[config.mk]
export PLATFORM = sky130hd
export DESIGN_NAME = motor_encoder_emulator_flat
export DESIGN_NICKNAME = d
export VERILOG_FILES = /design/src/rtl/motor_encoder_emulator_if.sv /design/src/rtl/motor_encoder_emulator.sv /design/src/flat_wrapper.sv
export SDC_FILE = /design/constraint.sdc
export NUM_CORES = 1
export LEC_CHECK = 0
export BUFFER_PORTS_ARGS = -buffer_cell sky130_fd_sc_hd__clkbuf_2
export CAP_MARGIN = 10
export CORE_MARGIN = 2
export CORE_UTILIZATION = 59
export CTS_CLUSTER_SIZE = 20
export DETAILED_ROUTE_END_ITERATION = 8
export GPL_TIMING_DRIVEN = 0
export PLACE_DENSITY = 0.91
export SYNTH_ARGS = -nofsm -noshare
export SYNTH_HDL_FRONTEND = slang
export SYNTH_SLANG_ARGS = --single-unit
[constraint.sdc]
create_clock -name clk -period 3.7 [get_ports clk]
set_input_delay 0 -clock clk [delete_from_list [all_inputs] [get_ports clk]]
set_output_delay 0 -clock clk [all_outputs]
set_load 0.1 [all_outputs]
[src/rtl/motor_encoder_emulator_if.sv]
// -----------------------------------------------------------------------------
// motor_encoder_emulator_if
//
// Purpose: groups the motor-header signals of one emulated motor. The
// embedded system (or a bench) drives direction and PWM enable, and the
// emulator returns quadrature outputs plus its observability counters.
//
// Signal semantics: there is no valid/ready handshake on this interface.
// Every signal is a plain level. motor_dir/motor_en may change at any time
// and asynchronously to clk. All emulator outputs are registered and change
// only on the rising edge of the emulator clock.
//
// Ports / signals:
//   motor_dir  master->slave  1 = forward, 0 = reverse
//   motor_en   master->slave  PWM enable
//   enc_a      slave->master  quadrature channel A
//   enc_b      slave->master  quadrature channel B
//   step       slave->master  one-cycle pulse on every A/B transition
//   position   slave->master  signed 32-bit step count
//   duty_meas  slave->master  high cycles in the last completed window
//   rate       slave->master  current phase-accumulator increment
//
// Parameter WIN_BITS must match the emulator instance it is connected to.
// -----------------------------------------------------------------------------
interface motor_encoder_emulator_if #(
  parameter int WIN_BITS = 12
);
  logic                motor_dir;
  logic                motor_en;
  logic                enc_a;
  logic                enc_b;
  logic                step;
  logic [31:0]         position;
  logic [WIN_BITS:0]   duty_meas;
  logic [WIN_BITS:0]   rate;

  // Embedded-system side: drives the motor header, reads the encoder.
  modport master (
    output motor_dir,
    output motor_en,
    input  enc_a,
    input  enc_b,
    input  step,
    input  position,
    input  duty_meas,
    input  rate
  );

  // Emulator side.
  modport slave (
    input  motor_dir,
    input  motor_en,
    output enc_a,
    output enc_b,
    output step,
    output position,
    output duty_meas,
    output rate
  );
endinterface

[src/rtl/motor_encoder_emulator.sv]
// -----------------------------------------------------------------------------
// motor_encoder_emulator
//
// Purpose: hardware-in-the-loop model of one DC motor with a quadrature
// encoder. The PWM enable is measured over a fixed window of 2^WIN_BITS
// cycles; the measured duty becomes the increment of a phase accumulator
// whose carry produces one quadrature step. Loop enc_a/enc_b back to the
// encoder inputs of the system under test.
//
// Parameters:
//   WIN_BITS  duty window is 2^WIN_BITS clk cycles
//   ACC_W     phase accumulator width, must be > WIN_BITS+1
//   RAMP_STEP largest rate change per window end (inertia build only)
//
// Ports:
//   clk    system clock, rising edge
//   reset  synchronous, active-high; clears all state
//   bus    motor_encoder_emulator_if.slave (motor_dir, motor_en in;
//          enc_a, enc_b, step, position, duty_meas, rate out)
//
// Build option:
//   MOTOR_EMU_INERTIA_EN  when defined, rate slews toward the measured duty
//                         by at most RAMP_STEP per window end instead of
//                         jumping straight to it.
// -----------------------------------------------------------------------------
module motor_encoder_emulator #(
  parameter int WIN_BITS  = 12,
  parameter int ACC_W     = 24,
  parameter int RAMP_STEP = 16
) (
  input  logic                         clk,
  input  logic                         reset,
  motor_encoder_emulator_if.slave      bus
);

  localparam int RW = WIN_BITS + 1;

  // A full-on rate of 2^WIN_BITS must stay below half the accumulator range
  // so that at most one carry (one step) can happen per cycle.
  generate
    if (ACC_W <= WIN_BITS + 1 || RAMP_STEP < 1) begin : g_bad_params
      $error("motor_encoder_emulator: need ACC_W > WIN_BITS+1 and RAMP_STEP >= 1");
    end
  endgenerate

  // ---------------------------------------------------------------------------
  // State
  // ---------------------------------------------------------------------------
  logic                en_m, en_s;
  logic                dir_m, dir_s;
  logic [WIN_BITS-1:0] win_cnt;
  logic [RW-1:0]       hi_cnt;
  logic [RW-1:0]       duty_q;
  logic [RW-1:0]       rate_q;
  logic [ACC_W-1:0]    acc;
  logic [1:0]          q;
  logic                enc_a_q;
  logic                enc_b_q;
  logic                step_q;
  logic [31:0]         pos_q;

  // ---------------------------------------------------------------------------
  // Next-state helpers
  // ---------------------------------------------------------------------------
  logic                win_end;
  logic [RW-1:0]       duty_next;
  logic [RW-1:0]       rate_next;
  logic [ACC_W:0]      acc_sum;
  logic                carry;
  logic [1:0]          q_next;

  always_comb begin
    win_end   = &win_cnt;
    // Count of high cycles including the current one; at window end this is
    // the finished measurement, otherwise it is the running count.
    duty_next = hi_cnt + {{WIN_BITS{1'b0}}, en_s};
    acc_sum   = {1'b0, acc} + {{(ACC_W - WIN_BITS){1'b0}}, rate_q};
    carry     = acc_sum[ACC_W];
    // Direction is only looked at when a step is actually taken, so a
    // direction change between steps never skips a quadrature state.
    q_next    = q;
    if (carry) begin
      q_next = dir_s ? (q + 2'd1) : (q - 2'd1);
    end
  end

`ifdef MOTOR_EMU_INERTIA_EN
  // Clip the ramp to the largest possible rate so it fits the rate width.
  localparam int            RAMP_CLIP = (RAMP_STEP > (1 << WIN_BITS)) ? (1 << WIN_BITS) : RAMP_STEP;
  localparam logic [RW-1:0] RAMP      = RAMP_CLIP[RW-1:0];

  // Slew toward the new measurement; differences are taken in the direction
  // that cannot underflow, and the add/subtract only happens when the target
  // is farther away than RAMP, so the result never passes the target.
  always_comb begin
    rate_next = duty_next;
    if (duty_next > rate_q) begin
      if ((duty_next - rate_q) > RAMP) begin
        rate_next = rate_q + RAMP;
      end
    end else begin
      if ((rate_q - duty_next) > RAMP) begin
        rate_next = rate_q - RAMP;
      end
    end
  end
`else
  assign rate_next = duty_next;
`endif

  // ---------------------------------------------------------------------------
  // Registers
  // ---------------------------------------------------------------------------
  always_ff @(posedge clk) begin
    if (reset) begin
      en_m    <= 1'b0;
      en_s    <= 1'b0;
      dir_m   <= 1'b0;
      dir_s   <= 1'b0;
      win_cnt <= '0;
      hi_cnt  <= '0;
      duty_q  <= '0;
      rate_q  <= '0;
      acc     <= '0;
      q       <= 2'd0;
      enc_a_q <= 1'b0;
      enc_b_q <= 1'b0;
      step_q  <= 1'b0;
      pos_q   <= 32'd0;
    end else begin
      // Two-flop synchronizers for the asynchronous motor header inputs.
      en_m  <= bus.motor_en;
      en_s  <= en_m;
      dir_m <= bus.motor_dir;
      dir_s <= dir_m;

      // Free-running window; wraps naturally at all-ones.
      win_cnt <= win_cnt + 1'b1;

      if (win_end) begin
        duty_q <= duty_next;
        rate_q <= rate_next;
        hi_cnt <= '0;
      end else begin
        hi_cnt <= duty_next;
      end

      // The rate in use on this edge is the old one; a rate updated at
      // window end is first added on the following cycle.
      acc    <= acc_sum[ACC_W-1:0];
      step_q <= carry;

      // Outputs move on the same edge as the accumulator wrap.
      if (carry) begin
        q       <= q_next;
        // q 0,1,2,3 -> {A,B} 00,10,11,01
        enc_a_q <= q_next[1] ^ q_next[0];
        enc_b_q <= q_next[1];
        pos_q   <= dir_s ? (pos_q + 32'd1) : (pos_q - 32'd1);
      end
    end
  end

  // ---------------------------------------------------------------------------
  // Outputs
  // ---------------------------------------------------------------------------
  assign bus.enc_a     = enc_a_q;
  assign bus.enc_b     = enc_b_q;
  assign bus.step      = step_q;
  assign bus.position  = pos_q;
  assign bus.duty_meas = duty_q;
  assign bus.rate      = rate_q;

endmodule

[src/flat_wrapper.sv]
// flat-port wrapper written by rule: the top's interface ports become plain ports
module motor_encoder_emulator_flat 
#(
  parameter int WIN_BITS  = 12,
  parameter int ACC_W     = 24,
  parameter int RAMP_STEP = 16
)
  (clk, reset, bus_motor_dir, bus_motor_en, bus_enc_a, bus_enc_b, bus_step, bus_position, bus_duty_meas, bus_rate);
  motor_encoder_emulator_if #(.WIN_BITS(WIN_BITS)) bus_i ();
  input  logic clk;
  input  logic reset;
  input wire logic [$bits(bus_i.motor_dir)-1:0] bus_motor_dir;
  input wire logic [$bits(bus_i.motor_en)-1:0] bus_motor_en;
  output wire logic [$bits(bus_i.enc_a)-1:0] bus_enc_a;
  output wire logic [$bits(bus_i.enc_b)-1:0] bus_enc_b;
  output wire logic [$bits(bus_i.step)-1:0] bus_step;
  output wire logic [$bits(bus_i.position)-1:0] bus_position;
  output wire logic [$bits(bus_i.duty_meas)-1:0] bus_duty_meas;
  output wire logic [$bits(bus_i.rate)-1:0] bus_rate;
  assign bus_i.motor_dir = bus_motor_dir;
  assign bus_i.motor_en = bus_motor_en;
  assign bus_enc_a = bus_i.enc_a;
  assign bus_enc_b = bus_i.enc_b;
  assign bus_step = bus_i.step;
  assign bus_position = bus_i.position;
  assign bus_duty_meas = bus_i.duty_meas;
  assign bus_rate = bus_i.rate;
  motor_encoder_emulator #(.WIN_BITS(WIN_BITS), .ACC_W(ACC_W), .RAMP_STEP(RAMP_STEP)) u_core (.clk(clk), .reset(reset), .bus(bus_i));
endmodule
==> results of run 1 <==
[where the power goes]
part           switching (mW)  internal [mW]  leakage (nW)  total, mW
logic                  0.0849         0.0441          1.99      0.129
clock network           0.447          0.274         0.105      0.721
registers             0.00476           1.10         0.823       1.11
[synthesized netlist by cell type (8+ instances only)]
cell type | count | share of area
dfxtp_1 | 102 | 0.35
nand3_1 | 31 | 0.026
a21oi_1 | 71 | 0.060
buf_4 | 13 | 0.017
nor3_1 | 14 | 0.012
a211oi_1 | 21 | 0.027
or3_1 | 10 | 0.011
o21ai_0 | 43 | 0.036
ha_1 | 46 | 0.097
xor2_1 | 34 | 0.050
inv_1 | 15 | 0.0095
nand2_1 | 72 | 0.046
o21a_1 | 8 | 0.010
nor2_1 | 90 | 0.057
a21o_1 | 12 | 0.015
nor2b_1 | 12 | 0.013
buf_2 | 10 | 0.0085
nand4_1 | 15 | 0.016
clkbuf_1 | 20 | 0.013
xnor2_1 | 25 | 0.037
[cells in the final DEF, fill, tap and decap left out, types with 25 or more instances in the layout]
| cell type | count |
|---|---|
| dfxtp_1 | 102 |
| nand2_1 | 72 |
| nor2_1 | 90 |
| o21ai_0 | 43 |
| clkbuf_2 | 64 |
| nand3_1 | 31 |
| ha_1 | 46 |
| xor2_1 | 34 |
| a21oi_1 | 71 |
| xnor2_1 | 25 |
[state kept, by name (all words and copies together) (netlist names)]
name                 cells
u_core.bus.position     32
u_core.acc              24
u_core.bus.rate         13
u_core.hi_cnt           13
u_core.win_cnt          12
u_core.bus.enc_a         1
u_core.bus.enc_b         1
u_core.bus.step          1
u_core.dir_m             1
u_core.dir_s             1
u_core.en_m              1
u_core.en_s              1
u_core.q                 1
[per-layer routing]
metal / vias to the layer above / global-route usage / share of wire
met4: 0 / 0.07239 / 0.019
met1: 2487 / 0.3133 / 0.43
li1: 2709 / - / -
met3: 30 / 0.04261 / 0.060
met5: - / 0 / 0
met2: 206 / 0.4356 / 0.49
[stage by stage]
step / setup slack (ns) / hold WS [ns] / instances / total power [mW] / util
after floorplan: 0.5026 / 0.1282 / 726 / 1.224 / -
final: 0.2943 / 0.04070 / 944 / 1.957 / 0.6839
after global placement: 0.2096 / 0.2111 / 923 / 1.249 / 0.6578
after CTS: 0.1674 / 0.01282 / 941 / 1.962 / 0.6812
after detailed placement: 0.1779 / 0.2194 / 923 / 1.252 / 0.6578
after global routing: 0.1421 / 0.06140 / 944 / 2.028 / 0.6839
[cell families after synthesis]
family / after synthesis / synth area share
compound gates: 189 / 0.2025
xor+xnor: 59 / 0.08739
fa+ha+maj: 48 / 0.1041
buf+inv: 59 / 0.04909
flops: 102 / 0.3453
mux: 4 / 0.006983
simple gates: 265 / 0.2046
[area by class of cell]
| type | count | share of cell area |
|---|---|---|
| buffer | 44 | 0.03516 |
| clock buffer | 9 | 0.01862 |
| clock inverter | 7 | 0.01260 |
| inverter | 15 | 0.009026 |
| multi-input combinational | 565 | 0.5382 |
| sequential | 102 | 0.3069 |
| tap | 133 | 0.02501 |
| timing repair buffer | 68 | 0.05340 |
| timing repair inverter | 1 | 0.001128 |
[final timing paths]
path,startpoint,endpoint,slack [ns],cells after the start
max,u_core.dir_s,u_core.bus.position[31],0.29,9
min reg2reg,u_core.en_m,u_core.en_s,0.44,1
min,reset,u_core.bus.position[27],0.04,3
max reg2reg,u_core.dir_s,u_core.bus.position[31],0.29,9
[critical path: stages (launching register included)]
cell and delay [ns]:
dfxtp_1 0.60, clkinvlp_4 0.48, ha_1 0.52, nand4_1 0.15, o21ba_2 0.28, o21ai_2 0.10, a221oi_2 0.45, a21oi_1 0.15
mux2i_1 0.21, mux2_1 0.35
[repair_timing]
item	CTS	global route
hold buffers	2	0
setup endpoints to repair	0	9
buffers inserted	0	2
endpoints found under the hold margin	2	0
resized for setup	0	2
==> reports/results.txt, run 1 <==
Status: completed
Total Routed Length: 13790 um
Worst Hold Class: in -> reg
Antenna-violating nets left: 0
Final min period: 3.406 ns
Post-route cell area: 0.006654 mm^2
Syn_nets: 778
Sink Count: 102
Total CTS buffers: 9
Final setup viols: 0
CTS Buffer Depth: 2
Root Buffer: clkbuf_8
Max-slew violations: 0
Initial antenna violation count: 0
CP Data Arrival Time: 3.67 ns
Max_cap viols: 0
Nets@finish: 858
Worst VDD drop: 0.2596 mV
Drt wl/cell: 14.60 um
WS Path Type: reg -> reg
P per Cell Area: 294.2 mW/mm^2
Cell row count: 36
Via count: 5432
DPL Wire Length: 9926 um
EDFF count, synth: 0
FMAX: 293.6 MHz
Detail-routed via count per cell: 5.754
Top_reg_cell synth: dfxtp_1
Die Span X: 104.1 um
Area Growth Syn to Fin: 12.53%
Max H-tree Level: 3
Fillers: 790
#FFs+latches synth: 102
Area of the multi-input gates: 0.003581 mm^2
YS warnings: 0
CTS tree: done
1st-iter DRT viols: 268
Mapped Area: 0.005913 mm^2
Required @ worst endpoint: 3.97 ns
Worst-path clk slew: 0.11 ns
Total Routing Usage GR: 0.2485
Worst-Margin Slew: 0.6467 ns
Final Hold Viols: 0
Gpl congestion: 0.9267
Die Y: 104.1 um
Synth cell types: 55
Vias in the first global route: 5072
IO Pins: 65
Relative slew slack: 0.5689
Grt ovf: 0
Leakage: 2.918 nW
CP Launch Type: flop
Dpl cell area: 0.006400 mm^2
Drt pass-1 iters: 5
Setup TNS: 0 ns
Post-Synthesis Cells: 726
Buffers on Ports: 64
RSZ-0062 raised after global routing: false
# diodes: 0
Post-synthesis sequential area ratio: 0.3453
Layout cells sized above 1: 0.1492
Core area: 0.009729 mm^2
DRC viols: 0
FF+latch area: 0.002042 mm^2
Worst Setup End Kind: flop
Mapped Avg Cell Area: 8.145 um^2
Setup Skew: 0.01460 ns
FFs w/ async S/R, synth: 0
Fin crit share: 0.9205
Crit Path Max Fanout: 15
Initial core utilization: 0.6078
Clock Latency Late Sink: 0.38 ns
Largest net degree at the start of global routing: 32
Die Area: 0.01084 mm^2
First-pass GRT wire length: 22720 um
Note: power is estimated with default switching activity, not from simulation.
==> run 2, diff against run 1 <==
ABC_AREA = 1   (was not set)
CORE_UTILIZATION = 60   (was 59)
PLACE_DENSITY = 0.92   (was 0.91)
==> run 2 against run 1 <==
Net effect:
- sequential power hardly changed
- wire length up 20%
- non-clock buffer count is 15 lower
- clock-buffer cell count rose by 2
- first-iteration DRC count rose by 72%
- register-to-register slack better by 0.46 ns
- via count increased by 21%
- area after synthesis increased by 13%
- global-route usage grew 3.9 points
- cell area grew 11%
- maximum frequency up 16%
- setup slack improved by 0.46 ns
==> reports/results.txt, run 2 <==
Commonest cells after routing, fill and taps aside: nand2_1 (269), inv_1 (144), nor2_1 (117)
Largest net degree at the start of global routing: 31
P per Cell Area: 264.2 mW/mm^2
Mapped Area: 0.006664 mm^2
Post-synth top area cell: dfxtp_1
Slowest CP cell: inv_1
YS warnings: 0
Worst VDD drop: 0.2123 mV
Leakage: 3.770 nW
Gpl congestion: 0.9916
CP cell instances: inv_1 -> ha_1 -> nand2_1 -> inv_1 -> a21oi_1 -> nand3_1 -> nand2_1 -> nand2_1 -> nand2_1 -> nand3_1 -> a21oi_1
Nets@finish: 1137
Worst Setup End Kind: flop
Die Y: 109.4 um
Cells after DPL: 1211
Fillers: 957
DRC viols: 0
Max_cap viols: 0
Sink Count: 102
Crit Path Max Fanout: 30
Die Span X: 109.4 um
Clock Latency Late Sink: 0.39 ns
Core area: 0.01084 mm^2
Initial antenna violation count: 0
EDFF count, synth: 0
Max-slew violations: 0
Root Buffer: clkbuf_8
Detail-routed via count per cell: 5.342
Post-Synthesis Cells: 1007
Worst-Margin Slew: 1.099 ns
Total CTS buffers: 9
CP Data Arrival Time: 3.26 ns
CP peak stage delay: 0.81 ns
Initial core utilization: 0.6147
Status: completed
Layout cells sized above 1: 0.1211
First-pass GRT wire length: 27190 um
WS Path Type: reg -> reg
Antenna-violating nets left: 0
CTS Buffer Depth: 2
Met2 WL: 7599 um
Most common cell after layout, fill and taps aside: nand2_1
Post-synth top cells: nand2_1 (269), inv_1 (144), nor2_1 (117), dfxtp_1 (102), a21oi_1 (64)
# diodes: 0
FFs w/ async S/R, synth: 0
Relative slew slack: 0.2667
Worst-path clk slew: 0.10 ns
DPL Wire Length: 12800 um
Max reg flops: 32
Count leader, synth: nand2_1
Ranking of synthesized cells by area: dfxtp_1 (31%), nand2_1 (15%), ha_1 (8.6%), inv_1 (8.1%), nor2_1 (6.6%)
CTS tree: done
Post-synthesis sequential area ratio: 0.3064
Max H-tree Level: 3
R2r setup slk: 0.76 ns
Drt pass-1 iters: 7
Drt wl/cell: 13.44 um
Setup Skew: 0.008621 ns
RSZ-0062 raised after global routing: false
Pwr Total: 1.945 mW
Setup TNS: 0 ns
WL met3: 1168 um
Total Routing Usage GR: 0.2875
CP Launch Type: flop
Final min period: 2.944 ns
IO Pins: 65
Syn_nets: 1059
Required @ worst endpoint: 4.02 ns
Final setup viols: 0
Buffers on Ports: 64
1st-iter DRT viols: 461
Area Growth Syn to Fin: 10.50%
Fin crit share: 0.7957
Mapped Avg Cell Area: 6.618 um^2
Grt ovf: 0
Synth cell types: 39
Worst Hold Class: in -> reg
Final Hold Viols: 0
#FFs+latches synth: 102
Cell row count: 38
Synth top area share: 0.3064
Cell mode on critical path: nand2_1
Vias in the first global route: 5966
Top_reg_cell synth: dfxtp_1
FMAX: 339.7 MHz
Total Routed Length: 16530 um
Via count: 6571
Length of routed wiring on met1: 7419 um
Non-filler cells, final: 1230
Die Area: 0.01197 mm^2
Max layer used: met4
run 2: timing repair:
item / 4_1_cts / 5_1_grt
gates resized for setup: 0 / 0
hold buffers: 3 / 0
buffers inserted: 0 / 0
setup endpoints to repair: 0 / 0
endpoints found under the hold margin: 3 / 0
run 2: path summary, 6_finish.rpt:
path | startpoint | end | cells past startpoint
hold reg to reg | u_core.dir_m | u_core.dir_s | 2
hold / removal | bus_motor_en | u_core.en_m | 4
setup reg to reg | u_core.dir_s | u_core.bus.position[20] | 11
setup / recovery | u_core.dir_s | u_core.bus.position[20] | 11
run 2: layer usage:
layer	track usage	vias up
met5	0	-
met4	0.09584	0
met1	0.3739	2960
met2	0.4832	217
li1	-	3365
met3	0.04920	29
run 2: cell families after synthesis:
logic type	after synthesis	share of synthesized area
flip-flops	102	0.3064
adder cells (fa/ha/maj)	48	0.09238
AND/OR/NAND/NOR	474	0.2923
XOR/XNOR	35	0.04600
buffers and inverters	176	0.1119
AO/OA/AOI/OAI	172	0.1510
run 2: layout make-up:
class                           count  area, um^2  share of cell area
Multi-Input combinational cell    729        3876              0.5264
Inverter                          146       548.0             0.07443
Tap cell                          140       175.2             0.02379
Buffer                             30       197.7             0.02685
Timing Repair Buffer               67       350.3             0.04758
Clock buffer                       11       131.4             0.01784
Clock inverter                      5       42.54            0.005777
Sequential cell                   102        2042              0.2773
run 2: per-stage QoR:
| stage | setup slack, ns | utilization | area, um^2 | hold WS [ns] |
|---|---|---|---|---|
| after floorplan | 1.148 | - | 6664 | 0.1070 |
| final | 0.7559 | 0.6792 | 7363 | 0.3495 |
| after global placement | 0.8179 | 0.6604 | 7159 | 0.1956 |
| after CTS | 0.8144 | 0.6792 | 7363 | 0.3390 |
| after global routing | 0.4688 | 0.6792 | 7363 | 0.3778 |
| after detailed placement | 0.8557 | 0.6604 | 7159 | 0.2022 |
run 2: worst max-delay path, delay by kind of cell (launching register included):
family | cells | cell delay [ns]
AO/OA/AOI/OAI | 2 | 0.35
adder cells (fa/ha/maj) | 1 | 0.45
buffers and inverters | 2 | 0.86
flip-flops | 1 | 0.38
AND/OR/NAND/NOR | 6 | 0.81
run 2: where the power goes:
part / switching [mW] / total [mW] / leakage [nW] / internal, mW
logic: 0.118 / 0.167 / 2.87 / 0.0490
registers: 0.00316 / 1.11 / 0.823 / 1.10
clock network: 0.420 / 0.673 / 0.0781 / 0.253
total: 0.541 / 1.95 / 3.77 / 1.40
==> run 3, diff against run 2 <==
CORE_UTILIZATION = 54   (was 60)
PLACE_DENSITY = 0.88   (was 0.92)
clock period = 2.7 ns   (was 3.7 ns; I/O delays follow)
==> run 3 against run 2 <==
Net effect:
- sequential power up 37%
- clock power up 100%
- combinational power up 41%
- critical path depth unchanged
- flip-flop and latch count unchanged
- clock skew up 0.0041 ns
- critical path type unchanged
- largest cell class unchanged
- highest routed layer unchanged
==> reports/results.txt, run 3 (synthesis results as in run 2) <==
Cell row count: 40
Clock Latency Late Sink: 0.37 ns
Largest net degree at the start of global routing: 22
Final setup viols: 0
Core area: 0.01201 mm^2
WS Path Type: reg -> reg
CTS tree: done
WHS Path Cells: 4
Total Routing Usage GR: 0.2682
Initial core utilization: 0.5548
Drt wl/cell: 13.71 um
Drt pass-1 iters: 5
Detail-routed via count per cell: 5.333
Antenna-violating nets left: 0
Setup Skew: 0.01275 ns
First-pass GRT wire length: 28500 um
Grt ovf: 0
Layout cells sized above 1: 0.1288
FMAX: 397.5 MHz
Total CTS buffers: 9
Crit path from: u_core.dir_s
Root Buffer: clkbuf_16
Nets@finish: 1142
CTS Buffer Depth: 2
Max reg flops: 32
RR Startpoint: u_core.dir_s
Met2 WL: 7905 um
WL met3: 1153 um
Die Y: 115.1 um
# diodes: 0
Total Routed Length: 17020 um
CP Data Arrival Time: 2.77 ns
Initial antenna violation count: 0
Die Area: 0.01324 mm^2
Final Hold Viols: 0
DRC viols: 0
Worst-path clk slew: 0.08 ns
Dpl cell area: 0.007168 mm^2
Max_cap viols: 0
Crit Path Max Fanout: 9
Via count: 6623
Max-slew violations: 0
Length of routed wiring on met1: 7499 um
1st-iter DRT viols: 539
RSZ-0062 raised after global routing: false
Sink Count: 102
Worst VDD drop: 0.3019 mV
Worst Hold Class: in -> reg
Max layer used: met4
DPL Wire Length: 12600 um
Commonest cells after routing, fill and taps aside: nand2_1 (269), inv_1 (143), nor2_1 (117)
Final min period: 2.516 ns
Vias in the first global route: 6204
Max H-tree Level: 3
Required @ worst endpoint: 2.96 ns
Post-route cell area: 0.007557 mm^2
Area Growth Syn to Fin: 13.41%
Leakage: 3.860 nW
CP Launch Type: flop
Most common cell after layout, fill and taps aside: nand2_1
Status: completed
Hold_sp: bus_motor_en
Buffers on Ports: 64
Die Span X: 115.1 um
Setup TNS: 0 ns
P per Cell Area: 410.2 mW/mm^2
Relative slew slack: 0.5723
Worst Setup End Kind: flop
IO Pins: 65
Gpl congestion: 0.9893
Worst-Margin Slew: 0.6415 ns
Fin crit share: 0.9317
Reg2Reg Depth: 11
run 3: changes by cell type in the layout (fill, tap and decap cells not counted):
| cell | previous run | this run |
|---|---|---|
| clkbuf_16 | 0 | 9 |
| clkbuf_8 | 9 | 0 |
| buf_4 | 16 | 20 |
| clkinv_8 | 0 | 4 |
| clkbuf_1 | 11 | 9 |
| clkinv_4 | 0 | 2 |
| clkinvlp_4 | 3 | 2 |
| dfxtp_1 | 102 | 101 |
| dfxtp_2 | 0 | 1 |
| inv_1 | 144 | 143 |
| inv_8 | 1 | 0 |
run 3: area by class of cell:
class                      count  area [um^2]
fill                        1076         4454
multi-input combinational    729         3876
sequential                   102         2043
inverter                     146        551.8
timing repair buffer          71        380.4
clock buffer                   9        225.2
buffer                        30        197.7
tap                          147        183.9
clock inverter                 7        91.34
timing repair inverter         1        7.507
run 3: layer usage:
layer | vias up | GRT usage
met2 | 239 | 0.4494
met4 | 0 | 0.1028
li1 | 3396 | -
met5 | - | 0
met3 | 38 | 0.04744
met1 | 2950 | 0.3454
run 3: through the flow:
step,setup slack [ns],utilization,power [mW],std cells,hold slack (ns)
floorplan,0.1476,-,1.717,1007,0.1070
global placement,-0.09876,0.5968,1.762,1218,0.1954
detailed placement,-0.1568,0.5968,1.768,1218,0.2033
CTS,0.1164,0.6291,3.104,1242,0.3768
global route,0.02183,0.6292,3.205,1242,0.3820
finish,0.1844,0.6292,3.100,1242,0.3819
run 3: power breakdown:
group,internal [mW],switching [mW]
sequential,1.51,0.00547
clock,0.664,0.684
combinational,0.0707,0.164
run 3: path summary, 6_finish.rpt:
check,to,slack [ns]
max reg2reg,u_core.bus.position[28],0.18
min reg2reg,u_core.dir_s,0.40
max,u_core.bus.position[28],0.18
min,u_core.en_m,0.38
run 3: worst max-delay path: stages, from the launching register on:
cell,delay [ns]
dfxtp_2,0.47
clkinvlp_4,0.13
buf_4,0.20
ha_1,0.38
a21oi_1,0.28
inv_1,0.07
nor2_1,0.16
o21ai_0,0.22
a21oi_1,0.24
a21oi_1,0.09
nor2_1,0.12
nor2_1,0.04
run 3: repair_timing:
| action | 4_1_cts | 5_1_grt |
|---|---|---|
| gates resized for setup | 2 | 1 |
| hold endpoints to repair | 3 | 0 |
| hold buffers | 3 | 0 |
| endpoints found under the setup margin | 18 | 9 |
| setup buffers | 4 | 0 |
| gates cloned | 1 | 0 |
